===== config.mk =====
export PLATFORM = sky130hd
export DESIGN_NAME = adder_arbiter
export DESIGN_NICKNAME = d
export VERILOG_FILES = /design/src/rtl/adder_arbiter.sv
export SDC_FILE = /design/constraint.sdc
export NUM_CORES = 1
export LEC_CHECK = 0
export CORE_MARGIN = 4
export CORE_UTILIZATION = 40
export CTS_BUF_LIST = sky130_fd_sc_hd__clkbuf_8
export DETAILED_ROUTE_END_ITERATION = 16
export GPL_TIMING_DRIVEN = 0
export PLACE_DENSITY = 0.7
export SLEW_MARGIN = 20
export SYNTH_ARGS = -nofsm -noshare
export SYNTH_HDL_FRONTEND = slang
export SYNTH_SLANG_ARGS = --single-unit

===== constraint.sdc =====
create_clock -name clk -period 8.1 [get_ports clk]
set_input_delay 1.62 -clock clk [delete_from_list [all_inputs] [get_ports clk]]
set_output_delay 1.62 -clock clk [all_outputs]
set_load 0.02 [all_outputs]

===== src/rtl/adder_arbiter.sv =====
// Four-requester arbiter sharing one three-operand adder, one op in flight.
// Define ADDER_ARB_FIXED_PRIO_EN for fixed priority (0 highest) instead of round-robin.
module adder_arbiter #(
    parameter int WIDTH = 32
) (
    input  logic               clk,
    input  logic               rst_n,
    input  logic [3:0]         req_valid,
    output logic [3:0]         req_ready,
    input  logic [4*WIDTH-1:0] req_a,
    input  logic [4*WIDTH-1:0] req_b,
    input  logic [4*WIDTH-1:0] req_c,
    input  logic [3:0]         req_cin,
    output logic               rsp_valid,
    input  logic               rsp_ready,
    output logic [1:0]         rsp_id,
    output logic [WIDTH-1:0]   rsp_sum,
    output logic [1:0]         rsp_carry
);

    typedef enum logic [1:0] {
        IDLE,
        CALC,
        RESP
    } state_t;

    state_t           state;
    logic [WIDTH-1:0] op_a;
    logic [WIDTH-1:0] op_b;
    logic [WIDTH-1:0] op_c;
    logic             op_cin;
    logic [1:0]       op_id;

    logic [WIDTH-1:0] a_arr [4];
    logic [WIDTH-1:0] b_arr [4];
    logic [WIDTH-1:0] c_arr [4];

    always_comb begin
        for (int i = 0; i < 4; i++) begin
            a_arr[i] = req_a[i*WIDTH +: WIDTH];
            b_arr[i] = req_b[i*WIDTH +: WIDTH];
            c_arr[i] = req_c[i*WIDTH +: WIDTH];
        end
    end

    logic [3:0] rot;
    logic [1:0] off;
    logic [1:0] gnt_idx;
    logic       gnt_any;

`ifdef ADDER_ARB_FIXED_PRIO_EN
    assign rot     = req_valid;
    assign gnt_idx = off;
`else
    logic [1:0] ptr;
    logic [7:0] dbl;

    // rot[k] is the request at position ptr+k, so the lowest set bit wins
    assign dbl     = {req_valid, req_valid};
    assign rot     = dbl[ptr +: 4];
    assign gnt_idx = ptr + off;
`endif

    always_comb begin
        off = 2'd0;
        for (int k = 3; k >= 0; k--) begin
            if (rot[k]) off = 2'(k);
        end
    end

    assign gnt_any = |req_valid;

    always_comb begin
        req_ready = 4'b0000;
        if (rst_n && state == IDLE && gnt_any)
            req_ready = 4'b0001 << gnt_idx;
    end

    logic [WIDTH+1:0] sum;

    assign sum = {2'b00, op_a} + {2'b00, op_b} + {2'b00, op_c}
               + {{(WIDTH+1){1'b0}}, op_cin};

    always_ff @(posedge clk) begin
        if (!rst_n) begin
            state     <= IDLE;
`ifndef ADDER_ARB_FIXED_PRIO_EN
            ptr       <= 2'd0;
`endif
            rsp_valid <= 1'b0;
            rsp_sum   <= '0;
            rsp_carry <= 2'd0;
            rsp_id    <= 2'd0;
            op_a      <= '0;
            op_b      <= '0;
            op_c      <= '0;
            op_cin    <= 1'b0;
            op_id     <= 2'd0;
        end else begin
            unique case (state)
                IDLE: begin
                    if (gnt_any) begin
                        op_a   <= a_arr[gnt_idx];
                        op_b   <= b_arr[gnt_idx];
                        op_c   <= c_arr[gnt_idx];
                        op_cin <= req_cin[gnt_idx];
                        op_id  <= gnt_idx;
`ifndef ADDER_ARB_FIXED_PRIO_EN
                        ptr    <= gnt_idx + 2'd1;
`endif
                        state  <= CALC;
                    end
                end
                CALC: begin
                    rsp_sum   <= sum[WIDTH-1:0];
                    rsp_carry <= sum[WIDTH+1:WIDTH];
                    rsp_id    <= op_id;
                    rsp_valid <= 1'b1;
                    state     <= RESP;
                end
                RESP: begin
                    if (rsp_ready) begin
                        rsp_valid <= 1'b0;
                        state     <= IDLE;
                    end
                end
                default: state <= IDLE;
            endcase
        end
    end

endmodule


==> results.toml, run 1 <==
[synthesis]
synth_adder_area_share_pct = 8.08
muxShareOfSynthArea_pct = 14.3
syn_nets = 2203
yosys.area_share.xor_xnor_pct = 1.64
synth_compound_area_share_pct = 28.6
ys_top_cells_by_count = "258 x nand2_1, 199 x mux2i_1, 140 x dfxtp_1, 124 x clkbuf_1, 106 x a31oi_1"
synth_top_family_by_area = "compound AO/OA/AOI/OAI gates"
postSynthAreaPerCell_um2 = 8.00
synth-seq-area-share_pct = 20.2
ys_types = 62
syn_inst = 1738
synthArstFlopShare_pct = 0
ys_seq_elements = 140
syn_area_mm2 = 0.0139
synth-simple-area-share_pct = 21.2
synth_top_area_share_pct = 20.2
synth.largest_area_cell = "dfxtp_1"
synth_ff_type = "dfxtp_1"
netlist_top_cells_area = "dfxtp_1 20%, mux2i_1 14%, nand2_1 7.0%"
synth-edff-count = 0
synth_most_common_cell = "nand2_1"
yosys_warnings = 0

[clock_tree]
cts.hold.buffers_added = 0
numCtsBuffers = 17
cts_buffer_depth = 2
cts_setup_buffers = 0
clock_latency_ns = 0.48
cts_tree = "built"
cts_resized = 0
htree_levels = 4
cts.sinks = 140
path_clk_slew_ns = 0.08
cts_root_buf = "clkbuf_8"

[sta]
finalCritPeriodShare_pct = 92.9
fmax_mhz = 133
min_period_ns = 7.52
tns_ns = 0
slew_headroom_pct = 26.7
slew_violations = 0
rsz0062_at_grt = "no"
worstMarginPinSlew_ns = 1.10
hold_violations = 0
setup_violations = 0
skew_ns = 0.0233

[worst_setup_path]
critPathRequiredTime_ns = 6.48
worstPathMaxFanout = 10
worst_path_max_delay_cell = "clkdlybuf4s50_1"
startpoint = "req_valid[1]"
path_buf_inv = 6
path_class = "in2out"
timing.rr.start = "ptr[0]"
cp.arrival_ns = 5.90
path_depth = 13
critPathMaxStageDelay_ns = 0.60
crit_path_end_kind = "output pin"
crit_path_start_kind = "input port"
reg2reg_depth = 12
cpLargestDelayFamily = "buffers and inverters"
crit_chain = "clkdlybuf4s50_1 -> nor2_1 -> or4_1 -> o2111ai_1 -> ha_1 -> buf_2 -> buf_2 -> clkbuf_1 -> xnor2_1 -> inv_1 -> ha_1 -> and2_1 -> clkdlybuf4s50_1"

[global_routing]
grt_overflow = 0
grtUsageTotal_pct = 33.1
grt_max_degree = 17
grt_antenna_before_repair = 9
grt_pass1_vias = 16095
grt_pass1_wl_mm = 98.2

[cells_and_area]
final_nets = 2656
area_growth_pct = 38.4
drive_gt1_share_pct = 5.44
fin_util_pct = 55.9
final_cells = 2668

[pwr]
vdd_drop_max_uv = 169
p_leak_nw = 6.25
power_density_mw_per_mm2 = 337

[hold_path]
min_from = "rsp_sum[31]"
hold_depth = 2
hold_class = "reg2reg"

[route]
ant_nets = 0
wirelength_mm = 67.1
drt-initial-drc-count = 1229
firstDrtPassIters = 6
drc_errors = 0
wl_per_cell_um = 25.1
vias = 16681
vias_per_cell = 6.25

[floorplan]
coreArea_mm2 = 0.0344
ios = 436
start_util_pct = 40.4
die_w_um = 194
rows = 68
die_area_mm2 = 0.0378
dieHeight_um = 194

[placement]
dp_hpwl_mm = 53.8
io_buffers = 434
place_inst = 2627
gp_congestion = 0.969

[job]
drv_cap = 0

[outcome]
status = "finished clean"
-- path summary, 6_finish.rpt --
path | end | slack (ns)
hold / removal | rsp_sum[31] | 0.45
setup / recovery | req_ready[3] | 0.58
hold reg to reg | rsp_sum[31] | 0.45
setup reg to reg | op_b[28] | 3.96
-- through the flow --
step	instance area, um^2	hold WS (ns)	setup WS (ns)	power [mW]
floorplan	13900	0.431	2.70	4.07
global placement	18800	0.435	0.741	5.70
detailed placement	18800	0.445	0.654	5.76
CTS	19200	0.458	0.634	6.36
global route	19200	0.479	0.376	6.88
finish	19200	0.454	0.577	6.47
-- worst min-delay path, delay by kind of cell, from the launching register on --
| family | cells | cell delay, ns |
|---|---|---|
| and+or+nand+nor | 1 | 0.05 |
| DFF | 1 | 0.32 |
| AOI/OAI and AO/OA | 1 | 0.05 |
-- sequential cells by signal, summed over array words and instances (netlist names) --
name       flops
op_b          32
op_c          32
rsp_sum       32
ptr            2
rsp_carry      2
op_a          32
op_cin         1
rsp_id         2
state          2
op_id          2
rsp_valid      1
-- logic make-up after synthesis --
family	after synthesis
adder cells (fa/ha/maj)	70
XOR/XNOR	26
buffers and inverters	192
multiplexers	199
AND/OR/NAND/NOR	550
flip-flops	140
AO/OA/AOI/OAI	561
-- metal layers --
metal  vias up  share of wire [%]  global-route usage (%)
met1      8086                 41                    43.2
met5         -                  0                       0
met2       932                 47                    55.0
li1       7525                  -                       -
met4         0                3.8                    11.7
met3       138                8.2                    6.27
-- power breakdown --
group / internal, mW / total, mW / switching [mW] / leakage (nW)
Combinational: 1.66 / 4.58 / 2.92 / 4.91
Sequential: 0.962 / 1.29 / 0.332 / 1.15
Clock: 0.266 / 0.597 / 0.331 / 0.192
Total: 2.89 / 6.47 / 3.58 / 6.25
-- final cells by class --
| cell class | instances | area (um^2) |
|---|---|---|
| Antenna cell | 9 | 22.5 |
| Buffer | 180 | 783 |
| Clock buffer | 19 | 262 |
| Clock inverter | 13 | 130 |
| Fill cell | 3228 | 15100 |
| Inverter | 12 | 45.0 |
| Multi-Input combinational cell | 1406 | 10300 |
| Sequential cell | 140 | 2800 |
| Tap cell | 455 | 569 |
| Timing Repair Buffer | 434 | 4340 |
-- cell usage in the layout, fill, tap and decap left out, drive strengths merged, types with 4 or more instances in the layout --
cell type      netlist  routed
a211oi             105     105
a21boi               4       4
a21o                16      16
a21oi               50      50
a31oi              106     106
and2                 5       5
buf                 56      56
clkbuf             124     143
clkdlybuf4s50        0     434
dfxtp              140     140
diode                0       9
fa                  33      33
ha                  37      37
inv                 12      18
mux2i              199     199
nand2              258     258
nand3                4       4
nand3b              97      97
nand4               15      15
nor2                36      36
nor2b                4       4
nor3                12      12
nor3b              101     101
o211ai               8       8
o21a                 8       8
o21ai              137     137
o21bai               4       4
o221ai              98      98
or2                  5       5
or3                  4       4
xnor2               15      15
xor2                11      11
Note: power is estimated with default switching activity, not from simulation.
==> run 2: changes to the inputs <==
--- a/config.mk
+++ b/config.mk
@@ -8,6 +8,7 @@
 export CORE_MARGIN = 4
 export CORE_UTILIZATION = 40
 export CTS_BUF_LIST = sky130_fd_sc_hd__clkbuf_8
+export CTS_CLUSTER_DIAMETER = 60
 export DETAILED_ROUTE_END_ITERATION = 16
 export GPL_TIMING_DRIVEN = 0
 export PLACE_DENSITY = 0.7
==> results of run 2 <==
Final layout, timing and power as in run 1 (identical DEF).
==> run 3: changes to the inputs <==
--- a/config.mk
+++ b/config.mk
@@ -10,8 +10,8 @@
 export CTS_BUF_LIST = sky130_fd_sc_hd__clkbuf_8
 export CTS_CLUSTER_DIAMETER = 60
 export DETAILED_ROUTE_END_ITERATION = 16
+export DONT_BUFFER_PORTS = 1
 export GPL_TIMING_DRIVEN = 0
-export PLACE_DENSITY = 0.7
 export SLEW_MARGIN = 20
 export SYNTH_ARGS = -nofsm -noshare
 export SYNTH_HDL_FRONTEND = slang
==> run 3 against run 2 <==
Sequential power up 7%. Power down 4.4%. Worst setup slack better by 1.0 ns. Critical path depth down 3. Worst hold slack better by 0.0097 ns. Routed wire length down 5.8%. Global-route usage down 1.7 points. Core utilization down 13 points. Flip-flop and latch count unchanged. First-iteration DRC count up 17%. Die area unchanged. Clock-buffer cell count unchanged.
==> results.toml, run 3 (synthesized netlist as in run 1, its figures left out) <==
[worst_setup_path]
critPathRequiredTime_ns = 6.48
path_buf_inv = 4
worst_path_max_delay_cell = "clkbuf_1"
cpLargestDelayFamily = "buffers and inverters"
path_class = "in2out"
worstPathMaxFanout = 10
cp.arrival_ns = 4.89
crit_path_end_kind = "output pin"
startpoint = "req_valid[2]"
crit_chain = "or4_1 -> o2111ai_1 -> ha_1 -> buf_2 -> buf_2 -> clkbuf_1 -> xnor2_1 -> inv_1 -> ha_1 -> and2_1"
crit_path_start_kind = "input port"
timing.rr.start = "ptr[0]"
critPathMaxStageDelay_ns = 0.59

[placement]
gp_congestion = 0.941
io_buffers = 0
dpl_cell_area_mm2 = 0.0145
dp_worst_setup_slack_ns = 1.65
dp_hpwl_mm = 50.2

[floorplan]
die_area_mm2 = 0.0378
dieHeight_um = 194
rows = 68
coreArea_mm2 = 0.0344
die_w_um = 194
ios = 436
start_util_pct = 40.4

[clock_tree]
cts_buffer_depth = 2
cts.hold.buffers_added = 0
path_clk_slew_ns = 0.10
cts.sinks = 140
cts_resized = 0
cts_setup_buffers = 0
cts_root_buf = "clkbuf_8"
numCtsBuffers = 17
clock_latency_ns = 0.47
htree_levels = 4
cts_tree = "built"

[global_routing]
grt_antenna_before_repair = 1
grt_pass1_wl_mm = 92.3
grt_pass1_vias = 14394
grtUsageTotal_pct = 31.5
grt_max_degree = 17
grt_overflow = 0

[sta]
slew_headroom_pct = 28.0
tns_ns = 0
finalCritPeriodShare_pct = 80.4
slew_violations = 0
min_period_ns = 6.51
worstMarginPinSlew_ns = 1.08
skew_ns = 0.0225
setup_slack_ns = 1.59
setup_violations = 0
hold_violations = 0
fmax_mhz = 154
rsz0062_at_grt = "no"

[hold_path]
min_from = "op_id[0]"
hold_class = "reg2reg"

[route]
wirelength_mm = 63.2
vias_per_cell = 6.66
drc_errors = 0
firstDrtPassIters = 6
vias = 14829
drt-initial-drc-count = 1433
ant_nets = 0
wl_per_cell_um = 28.4

[cells_and_area]
stdcell_area_mm2 = 0.0149
drive_gt1_share_pct = 6.84
mostFrequentLayoutCell = "nand2_1"
area_growth_pct = 7.33
antenna_cells = 0
final_cell_mix = "258 x nand2_1, 199 x mux2i_1, 140 x dfxtp_1"
final_nets = 2222
fin_util_pct = 43.4

[pwr]
vdd_drop_max_uv = 146
p_leak_nw = 4.60
power_density_mw_per_mm2 = 415
finalPower_mw = 6.19

[job]
drv_cap = 0

[outcome]
status = "finished clean"
## run 3: cell types whose count changed in the layout (fill, tap and decap cells not counted)
| cell | delta |
|---|---|
| clkinvlp_4 | -2 |
| clkinv_2 | -1 |
| bufinv_16 | +2 |
| clkinv_4 | +1 |
| nor4_1 | -1 |
| clkdlybuf4s50_1 | -434 |
| diode_2 | -9 |
| nor4_2 | +1 |
## run 3: where the power goes
group / internal, mW / total [mW] / switching [mW]
Sequential: 0.963 / 1.38 / 0.418
Combinational: 1.39 / 4.15 / 2.75
Clock: 0.330 / 0.659 / 0.329
## run 3: path summary, 6_finish.rpt
check	to	slack (ns)	cells after the start
worst min-delay path	rsp_id[0]	0.46	2
worst max register to register	op_a[4]	3.95	12
worst max-delay path	req_ready[3]	1.59	10
worst min register to register	rsp_id[0]	0.46	2
## run 3: through the flow
stage,hold slack [ns],std cells
2_1_floorplan,0.431,1738
3_3_place_gp,0.447,2193
3_5_place_dp,0.448,2193
4_1_cts,0.462,2225
5_1_grt,0.488,2225
6_report,0.463,2225
## run 3: worst reg2reg max path: stages (launching register included)
cell,delay [ns]
dfxtp_1,0.46
inv_1,0.13
nor3b_1,0.21
a31oi_1,0.06
o2111ai_1,0.22
ha_1,0.31
buf_2,0.42
buf_2,0.45
clkbuf_1,0.72
clkbuf_1,0.50
nand3b_1,0.15
a31oi_1,0.30
o21ai_1,0.11
## run 3: cell type report
class | instances | area (um^2)
Buffer | 180 | 783
Clock buffer | 19 | 262
Clock inverter | 13 | 179
Fill cell | 3563 | 19500
Inverter | 12 | 45.0
Multi-Input combinational cell | 1406 | 10300
Sequential cell | 140 | 2800
Tap cell | 455 | 569
## run 3: per-layer routing
metal  wire length (um)  up-vias  global-route usage (%)
met5                  0        -                       0
met4               2350        0                    9.38
met3               5900      171                    7.80
met2              29800      896                    52.4
met1              25200     7141                    40.5
li1                   -     6621                       -
